===== config.mk =====
export PLATFORM = sky130hd
export DESIGN_NAME = pc_redirect_unit_flat
export DESIGN_NICKNAME = d
export VERILOG_FILES = /design/src/rtl/pc_redirect_unit_pkg.sv /design/src/rtl/pc_redirect_unit_if.sv /design/src/rtl/pc_redirect_unit_prio_enc.sv /design/src/rtl/pc_redirect_unit.sv /design/src/flat_wrapper.sv
export SDC_FILE = /design/constraint.sdc
export NUM_CORES = 1
export LEC_CHECK = 0
export ABC_AREA = 1
export BUFFER_PORTS_ARGS = -buffer_cell sky130_fd_sc_hd__buf_2
export CAP_MARGIN = 20
export CORE_ASPECT_RATIO = 0.6
export CORE_MARGIN = 4
export CORE_UTILIZATION = 40
export DETAILED_ROUTE_END_ITERATION = 10
export GPL_TIMING_DRIVEN = 0
export PLACE_DENSITY = 0.76
export SLEW_MARGIN = 20
export SYNTH_ARGS = -nofsm -noshare
export SYNTH_HDL_FRONTEND = slang
export SYNTH_SLANG_ARGS = --single-unit

===== constraint.sdc =====
create_clock -name clk -period 3.9 [get_ports clk]
set_input_delay 0.195 -clock clk [delete_from_list [all_inputs] [get_ports clk]]
set_output_delay 0.195 -clock clk [all_outputs]
set_load 0.05 [all_outputs]

===== src/rtl/pc_redirect_unit_pkg.sv =====
// Shared types for the fetch next-PC generator: redirect source ids,
// the pending-redirect record and the target alignment helper.
package pc_redirect_unit_pkg;
   localparam int XLEN    = 32;
   localparam int NUM_SRC = 3;
   localparam int SRC_W   = (NUM_SRC > 1) ? $clog2(NUM_SRC) : 1;

   typedef enum logic [SRC_W-1:0] {
      SRC_TRAP   = 2'd0,
      SRC_EPC    = 2'd1,
      SRC_BRANCH = 2'd2
   } src_e;

   typedef struct packed {
      logic             valid;
      logic [SRC_W-1:0] src;
      logic [XLEN-1:0]  target;
   } redirect_t;

   function automatic logic [XLEN-1:0] align_pc(input logic [XLEN-1:0] t);
      return {t[XLEN-1:2], 2'b00};
   endfunction
endpackage


===== src/rtl/pc_redirect_unit_if.sv =====
// Fetch-side bundle: stall and redirect requests in, PC and flush status out.
interface pc_redirect_unit_if;
   import pc_redirect_unit_pkg::*;

   logic                    stall_i;
   logic [NUM_SRC-1:0]      redir_valid_i;
   logic [NUM_SRC*XLEN-1:0] redir_target_i;
   logic [XLEN-1:0]         pc_o;
   logic [XLEN-1:0]         pc_inc_o;
   logic                    flush_o;
   logic [SRC_W-1:0]        redir_src_o;
   logic                    pending_o;
   logic                    misalign_o;

   modport master (
      output stall_i, redir_valid_i, redir_target_i,
      input  pc_o, pc_inc_o, flush_o, redir_src_o, pending_o, misalign_o
   );

   modport slave (
      input  stall_i, redir_valid_i, redir_target_i,
      output pc_o, pc_inc_o, flush_o, redir_src_o, pending_o, misalign_o
   );
endinterface


===== src/rtl/pc_redirect_unit_prio_enc.sv =====
// Fixed-priority encoder over redirect requests; index 0 wins.
module redir_prio_enc #(
   parameter int N  = 3,
   parameter int W  = 32,
   parameter int IW = (N > 1) ? $clog2(N) : 1
) (
   input  logic [N-1:0]   valid,
   input  logic [N*W-1:0] target,
   output logic           any,
   output logic [IW-1:0]  index,
   output logic [W-1:0]   tgt
);
   // Scan high to low so the lowest valid index is the last (winning) write.
   always_comb begin
      any   = 1'b0;
      index = '0;
      tgt   = '0;
      for (int k = N - 1; k >= 0; k--) begin
         if (valid[k]) begin
            any   = 1'b1;
            index = IW'(k);
            tgt   = target[k*W +: W];
         end
      end
   end
endmodule


===== src/rtl/pc_redirect_unit.sv =====
// Fetch-stage PC register with prioritised redirects, a pending slot that
// holds redirects across stalls, and a restartable flush down-counter.
module pc_redirect_unit
   import pc_redirect_unit_pkg::*;
#(
   parameter logic [XLEN-1:0] RESET_PC     = '0,
   parameter int              PC_INC       = 4,
   parameter int              FLUSH_CYCLES = 1
) (
   input  logic             clk,
   input  logic             rst_n,
   pc_redirect_unit_if.slave bus
);
   localparam int CW = $clog2(FLUSH_CYCLES + 1);

   logic             new_any;
   logic [SRC_W-1:0] new_idx;
   logic [XLEN-1:0]  new_tgt;
   redirect_t        pend_q, win;
   logic [XLEN-1:0]  pc_q;
   logic [SRC_W-1:0] src_q;
   logic             mis_q;
   logic [CW-1:0]    cnt_q;

   redir_prio_enc #(.N(NUM_SRC), .W(XLEN), .IW(SRC_W)) u_enc (
      .valid  (bus.redir_valid_i),
      .target (bus.redir_target_i),
      .any    (new_any),
      .index  (new_idx),
      .tgt    (new_tgt)
   );

   // A fresh request only displaces a held one if it is strictly higher priority.
   always_comb begin
      win = pend_q;
      if (new_any && (!pend_q.valid || new_idx < pend_q.src))
         win = '{valid: 1'b1, src: new_idx, target: new_tgt};
   end

   always_ff @(posedge clk or negedge rst_n) begin
      if (!rst_n) begin
         pc_q   <= RESET_PC;
         pend_q <= '0;
         src_q  <= '0;
         mis_q  <= 1'b0;
         cnt_q  <= '0;
      end else begin
         mis_q <= 1'b0;
         if (cnt_q != '0) cnt_q <= cnt_q - CW'(1);
         if (bus.stall_i) begin
            pend_q <= win;
         end else if (win.valid) begin
            pc_q   <= align_pc(win.target);
            pend_q <= '0;
            src_q  <= win.src;
            mis_q  <= (win.target[1:0] != 2'b00);
            cnt_q  <= CW'(FLUSH_CYCLES);
         end else begin
            pc_q <= pc_q + XLEN'(PC_INC);
         end
      end
   end

   assign bus.pc_o        = pc_q;
   assign bus.pc_inc_o    = pc_q + XLEN'(PC_INC);
   assign bus.flush_o     = (cnt_q != '0);
   assign bus.redir_src_o = src_q;
   assign bus.pending_o   = pend_q.valid;
   assign bus.misalign_o  = mis_q;
endmodule


===== src/flat_wrapper.sv =====
// flat-port wrapper written by rule: the top's interface ports become plain ports
module pc_redirect_unit_flat import pc_redirect_unit_pkg::*;
#(
   parameter logic [XLEN-1:0] RESET_PC     = '0,
   parameter int              PC_INC       = 4,
   parameter int              FLUSH_CYCLES = 1
)
  (clk, rst_n, bus_stall_i, bus_redir_valid_i, bus_redir_target_i, bus_pc_o, bus_pc_inc_o, bus_flush_o, bus_redir_src_o, bus_pending_o, bus_misalign_o);
  pc_redirect_unit_if bus_i ();
  input  logic clk;
  input  logic rst_n;
  input wire logic [$bits(bus_i.stall_i)-1:0] bus_stall_i;
  input wire logic [$bits(bus_i.redir_valid_i)-1:0] bus_redir_valid_i;
  input wire logic [$bits(bus_i.redir_target_i)-1:0] bus_redir_target_i;
  output wire logic [$bits(bus_i.pc_o)-1:0] bus_pc_o;
  output wire logic [$bits(bus_i.pc_inc_o)-1:0] bus_pc_inc_o;
  output wire logic [$bits(bus_i.flush_o)-1:0] bus_flush_o;
  output wire logic [$bits(bus_i.redir_src_o)-1:0] bus_redir_src_o;
  output wire logic [$bits(bus_i.pending_o)-1:0] bus_pending_o;
  output wire logic [$bits(bus_i.misalign_o)-1:0] bus_misalign_o;
  assign bus_i.stall_i = bus_stall_i;
  assign bus_i.redir_valid_i = bus_redir_valid_i;
  assign bus_i.redir_target_i = bus_redir_target_i;
  assign bus_pc_o = bus_i.pc_o;
  assign bus_pc_inc_o = bus_i.pc_inc_o;
  assign bus_flush_o = bus_i.flush_o;
  assign bus_redir_src_o = bus_i.redir_src_o;
  assign bus_pending_o = bus_i.pending_o;
  assign bus_misalign_o = bus_i.misalign_o;
  pc_redirect_unit #(.RESET_PC(RESET_PC), .PC_INC(PC_INC), .FLUSH_CYCLES(FLUSH_CYCLES)) u_core (.clk(clk), .rst_n(rst_n), .bus(bus_i));
endmodule

# Word-level counts from Yosys, hierarchy flattened
# Index checks and enable logic that the tools add are counted.
word_totals:
  register_bits: 71
  latch_bits: 0
  ram_bits: 0
  romBits: 0
  input_bits: 102
  output_inout_bits: 69
  word_cells: 35
  n_memories: 0
classes:
  add_sub_neg: 2
  multipliers: 0
  div: 0
  magnitude_cmp: 1
  n_eq_ne: 0
  n_shift: 0
  mux: 18
  n_bitwise: 1
  n_reduce_logical: 6
ops:
  columns: ["operator", "count"]
  rows:
  - ["2-to-1 mux 32 bit", 4]
  - ["2-to-1 mux 35 bit", 3]
  - ["adder 32 x 3 -> 32 bit (second input constant)", 1]
  - ["2-to-1 mux 1 bit", 8]
  - ["2-to-1 mux 2 bit", 3]
  - ["nonzero test 2 bit", 2]
  - ["< comparator 2 bit", 1]
  - ["AND reduction 2 bit", 1]
  - ["logical AND 1 bit", 1]
  - ["logical NOT 1 bit", 1]
  - ["logical OR 1 bit", 1]
  - ["inverter 1 bit", 1]
  - ["subtractor 1 bit (second input constant)", 1]

# Depth between registers and ports, before layout
# Gate-level depths: netlist (run 1).
logic_depth:
  ltp_word: 10
  ltp_mapped: 14
  ltp_nobuf: 13

# Cells and area by module
# A second synthesis (run 1) with hierarchy kept.
unflattened:
  hier_cells: 789
  area_unflattened_um2: 5141.2
by_module_without_submodules:
  columns: ["mod", "instances", "cells_each", "area_each_um2", "seq_area_each_um2"]
  rows:
  - ["pc_redirect_unit", 1, 636, 4360.4, 1726.7]
  - ["redir_prio_enc", 1, 153, 780.7, 0.0]

# Worst setup path after synthesis (run 1)
# OpenSTA, ideal clock, no wires.
synth_timing:
  path_type: "flip-flop to flip-flop"
  start: "register u_core.pc_q[2] (netlist: u_core.bus.pc_o[2])"
  end: "register u_core.pc_q[14] (netlist: u_core.bus.pc_o[14])"
  setup_time_ns: 0.072
  arrival_ns: 2.586
  required_ns: 3.828
  setup_slack_ns: 1.242
  path_stages_with_launch: 8
  n_path_buf: 0
  period_less_slack_ns: 2.658
  path_cell_list: "dfrtp_1 ha_1 nand3_1 nor2_4 nand3_1 xnor2_1 nand2_1 nand3_1"
synth_via:
  elab_chain_len: 2
synth_rtl:
  columns: ["item", "line", "text"]
  rows:
  - ["start, declared", "pc_redirect_unit.sv:20", "logic [XLEN-1:0] pc_q;"]
  - ["start signal, assigned", "pc_redirect_unit.sv:53", "pc_q <= align_pc(win.target);"]
  - ["start signal, assigned", "pc_redirect_unit.sv:59", "pc_q <= pc_q + XLEN'(PC_INC);"]
  - ["adder 32 x 3 -> 32 bit", null, null]
  - ["net bus_pc_inc_o[14]", "flat_wrapper.sv:16", "output wire logic [$bits(bus_i.pc_inc_o)-1:0] bus_pc_inc_o;"]
  - ["2-to-1 mux 32 bit", "pc_redirect_unit.sv:52", "end else if (win.valid) begin"]
# The timed path passes the listed nets, and every way through them passes these cells.
# A chain may end at the register's enable or synchronous reset.

# Worst setup path in the final report (run 1)
layout_timing:
  start: "register u_core.pc_q[2] (netlist: u_core.bus.pc_o[2])"
  end: "output bus_pc_inc_o[22]"
layout_via:
  elab_chain_len: 1
layout_rtl:
  columns: ["item", "line", "text"]
  rows:
  - ["adder 32 x 3 -> 32 bit", "pc_redirect_unit.sv:65", "assign bus.pc_inc_o = pc_q + XLEN'(PC_INC);"]
  - ["end, declared", "flat_wrapper.sv:16", null]
# Every way passes these cells.

==> results of run 1 <==
[power groups by stage]
stage                     Combinational, W  Clock [W]  Sequential [W]
after detailed placement           0.00111          0        0.000921
after global routing               0.00120   0.000897        0.000925
final                              0.00111   0.000859        0.000913
after global placement             0.00109          0        0.000919
after floorplan                   0.000608          0         0.00110
after CTS                          0.00112   0.000864        0.000909
[logic make-up (layout without fill, tap and decap cells)]
family                     Yosys count  after routing  synth area share (%)
DFF                                 69             69                  34.2
and+or+nand+nor                    523            523                  44.9
adders and majority gates            2              2                 0.495
other                                1              4                0.0742
buffers and inverters              110            292                  10.0
AOI/OAI and AO/OA                   55             55                  7.77
xor gates and xnor gates            15             15                  2.60
[layout make-up]
class | count | area (µm²) | area share [%]
Multi-Input combinational cell | 599 | 2830 | 43.9
Sequential cell | 69 | 1730 | 26.8
Timing Repair Buffer | 166 | 861 | 13.4
Clock buffer | 11 | 253 | 3.92
Buffer | 42 | 253 | 3.92
Inverter | 68 | 255 | 3.96
Clock inverter | 5 | 58.8 | 0.912
Tap cell | 165 | 206 | 3.20
[registers in the layout, summed over array words and instances (netlist names)]
signal                  flops
u_core.bus.pending_o        1
u_core.bus.flush_o          1
u_core.pend_q              34
u_core.bus.redir_src_o      2
u_core.bus.misalign_o       1
u_core.bus.pc_o            30
[path summary, 6_finish.rpt]
kind                                                       start                                     to  slack, ns
max                               u_core.bus.pc_o[2]$_DFFE_PN0N_                       bus_pc_inc_o[22]       1.21
min                                                  bus_stall_i           u_core.pend_q[0]$_DFFE_PN0P_       0.18
max reg2reg                       u_core.bus.pc_o[2]$_DFFE_PN0N_        u_core.bus.pc_o[22]$_DFFE_PN0N_       1.91
max in group asynchronous                                  rst_n          u_core.pend_q[22]$_DFFE_PN0P_       3.08
min reg2reg                u_core.bus.redir_src_o[1]$_DFFE_PN0P_  u_core.bus.redir_src_o[1]$_DFFE_PN0P_       0.48
min in group asynchronous                                  rst_n           u_core.pend_q[6]$_DFFE_PN0P_       0.26
[stage by stage]
stage               cells  setup WS (ns)  utilization, %  total power (W)
floorplan             778           1.24               -          0.00171
global placement     1107           1.60            49.9          0.00201
detailed placement   1108           1.52            50.1          0.00203
CTS                  1125           1.26            52.7          0.00289
global route         1125           1.12            52.7          0.00302
finish               1125           1.21            52.7          0.00289
[cells in the mapped netlist]
library cell / n / area, µm²
nand4_1: 1 / 6.26
ha_1: 2 / 25.0
o21ai_2: 30 / 263
o21ai_0: 4 / 20.0
nor2_2: 1 / 6.26
buf_1: 5 / 18.8
nand3b_1: 9 / 67.6
a21oi_1: 18 / 90.1
or2_4: 1 / 8.76
inv_1: 64 / 240
nor2_1: 76 / 285
nand2_2: 5 / 31.3
nand3_1: 163 / 816
buf_6: 6 / 67.6
dfrtp_1: 69 / 1730
clkbuf_1: 13 / 48.8
and2_1: 4 / 25.0
inv_2: 4 / 15.0
xnor2_1: 6 / 52.6
conb_1: 1 / 3.75
o21ai_1: 1 / 5.00
nand2_1: 259 / 972
or2_2: 1 / 6.26
o21bai_1: 2 / 15.0
nor2_8: 1 / 20.0
nor2_4: 2 / 22.5
buf_4: 11 / 82.6
buf_2: 7 / 35.0
xor2_1: 9 / 78.8
[critical path, delay by kind of cell, from the launching register on]
kind,cells,cell delay [ns]
fa+ha+maj,1,0.26
simple gates,4,0.88
flops,1,0.51
compound gates,1,0.24
buf+inv,1,0.27
[per-layer routing]
metal / global-route usage [%] / up-vias / routed length, µm
li1: - / 2837 / -
met1: 35.5 / 2647 / 8290
met2: 34.9 / 263 / 7210
met3: 6.85 / 16 / 1880
met4: 4.89 / 2 / 199
met5: 0 / - / 13
==> summary.md, run 1 <==
| Metric | Value |
|---|---|
| Clock Latency Late Sink | 0.34 ns |
| CTS buffer count | 9 |
| Clk pwr share | 29.8% |
| PD cells | 448 nW/µm² |
| Fmax | 0.371 GHz |
| Port Buf Inserts | 164 |
| Fraction of layout cells with a size suffix above 1 | 26.0% |
| DR WL/cell | 15.6 µm |
| Antenna Cells | 0 |
| Net Switching | 0.00126 W |
| Syn avg cell area | 6.52 µm² |
| Classification of the worst setup path | flop to output pin |
| Post-synthesis sequential area ratio | 34.2% |
| CTS tree | done |
| Post-DP HPWL | 14000 µm |
| First-pass GRT wire length | 27300 µm |
| Reg power frac | 31.6% |
| Routed Antenna Nets | 0 |
| Ys Warns | 0 |
| Peak supply drop | 281 µV |
| Combinational power share | 38.6% |
| Die width | 153 µm |
| Final Hold Vio Count | 0 |
| Core ar. | 12200 µm² |
| Most used cell along the critical path | nand3_1 |
| Final nets | 1059 |
| Synth-to-Final Area Change | 27.5% |
| Crit. End Element | output pin |
| Hold path depth | 3 |
| Hold_buf cts | 1 |
| Crit share post-route | 69.0% |
| Die height | 95.1 µm |
| Mapped Cells | 775 |
| Post-CTS Setup Repair Bufs | 0 |
| CTS max path bufs | 2 |
| Sequence of cells on the critical path | ha_1 > nand3_1 > nor2_4 > nand3_1 > o21bai_1 > and2_1 > buf_2 |
| Most frequent cells in the layout | nand2_1 (259), buf_2 (170), nand3_1 (163), nor2_1 (76), dfrtp_1 (69) |
| Setup TNS | 0 ns |
| Number of global-route vias before repair | 5275 |
| H-tree depth | 3 |
| Worst clock skew | 0.00876 ns |
| GR Overflow Total | 0 |
| Peak fanout along the critical path | 7 |
| Min cycle time layout | 2.69 ns |
| R2R depth | 8 |
| WP data required | 3.70 ns |
| Crit path largest cell delay | 0.51 ns |
| Startpoint types | flop |
| Vias post-DR | 5765 |
| Synth Register Bits | 69 |
| Cell Rows | 31 |
| RSZ-0062 raised after global routing | false |
| Endpoints failing setup | 0 |
| DP Area | 6120 µm² |
| Internal Power | 0.00163 W |
| Sw Share | 43.6% |
| Ports | 171 |
| Netlist cell types | 29 |
| Initial DRC count | 547 |
| Clk root buf | clkbuf_16 |
| Crit-path slowest cell | dfrtp_1 |
| Most common cell after layout, fill and taps aside | nand2_1 |
| Hold Slack | 0.181 ns |
| Leak Pwr | 3.43 nW |
| Post-Route WL | 17600 µm |
| Initial antenna violation count | 1 |
| DRT Pass-1 Iters | 4 |
| Worst-path clk slew | 0.05 ns |
| Synthesized cell area | 5050 µm² |
| Status | finished, final reports clean |
| Die area | 14600 µm² |
| Max-capacitance violation count | 0 |
| Design area | 6440 µm² |
| Worst hold path type | input pin to flop |
| Clock sink total | 69 |
| Gr usage total | 24.0% |
| Fillers | 1216 |
| Final Max Tran Viols | 0 |
| Initial Utilization | 41.4% |
| Post_cts resized | 0 |
| Worst relative slew slack | 61.4% |
| DRC viols | 0 |
| Slew @ Worst Pin | 0.579 ns |
| Pin count of the biggest net entering global routing | 54 |
| CP Data Arrival Time | 2.50 ns |
| Post-DR vias/cell | 5.12 |
| Routability cong. | 0.997 |
Power figures use the tool's default switching activity.
==> run 2, diff against run 1 <==
- PLACE_DENSITY: 0.76 -> 0.78
- clock period: 3.9 -> 2.21 ns (I/O delays scaled with it)
==> run 2 against run 1 <==
Highest routed layer is now met4. Clock-buffer cell count down 1. Clock skew down 0.00099 ns. Combinational power up 85%. Setup slack worse by 1.2 ns. Largest cell class unchanged. Clock power up 97%. Via count up 1.6%. Critical endpoint is now bus_pc_inc_o[25]. Sequential power up 80%. Sequential cell count unchanged. Register-to-register slack worse by 1.4 ns.
==> summary.md, run 2 (same netlist as run 1, synthesis figures left out) <==
| Metric | Value |
|---|---|
| Register area | 1740 µm² |
| DR WL/cell | 16.2 µm |
| Sequence of cells on the critical path | nand2_1 > nor2_1 > nand2_1 > nor2_1 > nand3b_1 > nand2_1 > buf_2 |
| Endpoints failing setup | 0 |
| Die width | 153 µm |
| Classification of the worst setup path | flop to output pin |
| Worst hold path type | input pin to flop |
| Leak Pwr | 3.50 nW |
| Clk pwr share | 31.5% |
| Gr usage total | 24.7% |
| Startpoint types | flop |
| Worst path bufs/invs | 1 |
| Clock sink total | 69 |
| Peak supply drop | 509 µV |
| Fraction of layout cells with a size suffix above 1 | 30.3% |
| RSZ-0062 raised after global routing | true |
| WP data required | 2.10 ns |
| Internal Power | 0.00310 W |
| DRC viols | 0 |
| Ports | 171 |
| Initial Utilization | 41.4% |
| CTS tree | done |
| Synth-to-Final Area Change | 33.4% |
| Crit share post-route | 98.2% |
| Core Util, Final | 55.2% |
| Die height | 95.1 µm |
| Final nets | 1063 |
| DRT Pass-1 Iters | 5 |
| Number of global-route vias before repair | 5447 |
| Non-filler cells, final | 1129 |
| Crit path largest cell delay | 0.47 ns |
| CP Data Arrival Time | 2.06 ns |
| Worst relative slew slack | 57.7% |
| Fillers | 1195 |
| Peak fanout along the critical path | 5 |
| Max-capacitance violation count | 0 |
| Sw Share | 42.5% |
| Worst-path clk slew | 0.06 ns |
| Area of the multi-input gates | 3030 µm² |
| Routed Antenna Nets | 0 |
| Post-DP HPWL | 14100 µm |
| Reg power frac | 30.5% |
| Net Switching | 0.00229 W |
| PD cells | 798 nW/µm² |
| Final Max Tran Viols | 0 |
| First-pass GRT wire length | 28200 µm |
| CTS max path bufs | 2 |
| Fmax | 0.461 GHz |
| Initial antenna violation count | 0 |
| Max reg flops | 34 |
| Setup TNS | 0 ns |
| Die area | 14600 µm² |
| Min cycle time layout | 2.17 ns |
| Clock Latency Late Sink | 0.35 ns |
| CTS buffer count | 9 |
| Final Hold Vio Count | 0 |
| Clk root buf | clkbuf_16 |
| Crit-path slowest cell | dfrtp_1 |
| Crit. End Element | output pin |
| Combinational power share | 38.0% |
| Most common cell after layout, fill and taps aside | nand2_1 |
| Most flops, register | u_core.pend_q |
| H-tree depth | 3 |
| Slew @ Worst Pin | 0.634 ns |
| Post-DR vias/cell | 5.19 |
| Port Buf Inserts | 164 |
| Core ar. | 12200 µm² |
| GR Overflow Total | 0 |
| DP Cell Count | 1108 |
| Routability cong. | 0.941 |
| Most frequent cells in the layout | nand2_1 (258), buf_2 (160), nand3_1 (158), nor2_1 (67), inv_1 (64) |
| Cell Rows | 31 |
| Most used cell along the critical path | nand2_1 |
| Vias post-DR | 5856 |
| Worst clock skew | 0.00777 ns |
| Initial DRC count | 485 |
| Largest delay share family, worst path | simple AND/OR/NAND/NOR gates |
| Post-Route WL | 18200 µm |
| Status | finished, final reports clean |
| Antenna Cells | 0 |
| Pin count of the biggest net entering global routing | 55 |
## run 2: changes by cell type in the layout (fill, tap and decap cells not counted), sizes merged
cell / change
buf: -4
clkbuf: +7
bufinv: +2
clkinvlp: -1
## run 2: repair_timing
item | 4_1_cts | 5_1_grt
endpoints found under the hold margin | 69 | 0
hold buffers | 1 | 0
buffers inserted | 4 | 0
setup endpoints to repair | 12 | 19
pin swaps | 2 | 1
gates resized for setup | 13 | 26
## run 2: through the flow
step	setup WS, ns	total power [W]	instance area [µm²]	hold WS, ns
final	0.0387	0.00538	6740	0.105
after global routing	-0.0331	0.00562	6740	0.145
after CTS	0.00328	0.00535	6670	0.0967
after detailed placement	-0.0456	0.00364	6240	-0.00272
after global placement	-0.00368	0.00359	6210	0.438
after floorplan	-0.0711	0.00306	5180	-0.185
## run 2: area by class of cell
type / instances / share of cell area (%)
tap: 165 / 3.06
inverter: 68 / 3.79
multi-input combinational: 599 / 44.9
buffer: 42 / 3.75
clock buffer: 10 / 3.40
clock inverter: 6 / 1.65
sequential: 69 / 25.8
timing repair buffer: 170 / 13.6
## run 2: path summary, 6_finish.rpt
path	startpoint	to	slack, ns	cells past startpoint
max	u_core.bus.pc_o[14]$_DFFE_PN0N_	bus_pc_inc_o[25]	0.04	7
min	bus_stall_i	u_core.pend_q[1]$_DFFE_PN0P_	0.11	3
max reg2reg	u_core.bus.pc_o[3]$_DFFE_PN0N_	u_core.bus.pc_o[24]$_DFFE_PN0N_	0.47	8
min reg2reg	u_core.bus.redir_src_o[1]$_DFFE_PN0P_	u_core.bus.redir_src_o[1]$_DFFE_PN0P_	0.48	2
max in group asynchronous	rst_n	u_core.bus.pc_o[18]$_DFFE_PN0N_	1.46	3
min in group asynchronous	rst_n	u_core.pend_q[7]$_DFFE_PN0P_	0.17	2
## run 2: power by group through the flow
stage | Clock [W] | Combinational (W) | Sequential (W)
after floorplan | 0 | 0.00110 | 0.00196
after global placement | 0 | 0.00195 | 0.00164
after detailed placement | 0 | 0.00199 | 0.00165
after CTS | 0.00170 | 0.00202 | 0.00162
after global routing | 0.00176 | 0.00220 | 0.00166
final | 0.00169 | 0.00205 | 0.00164
## run 2: worst min-delay path: cells and delay by family
kind / cells / cell delay [ns]
buffers and inverters: 2 / 0.15
AO/OA/AOI/OAI: 1 / 0.15
## run 2: per-layer routing
metal	up-vias	wire [µm]	global-route usage, %
li1	2836	-	-
met5	-	0	0
met4	0	142	4.08
met3	18	1970	8.75
met2	259	7750	36.4
met1	2743	8390	35.6
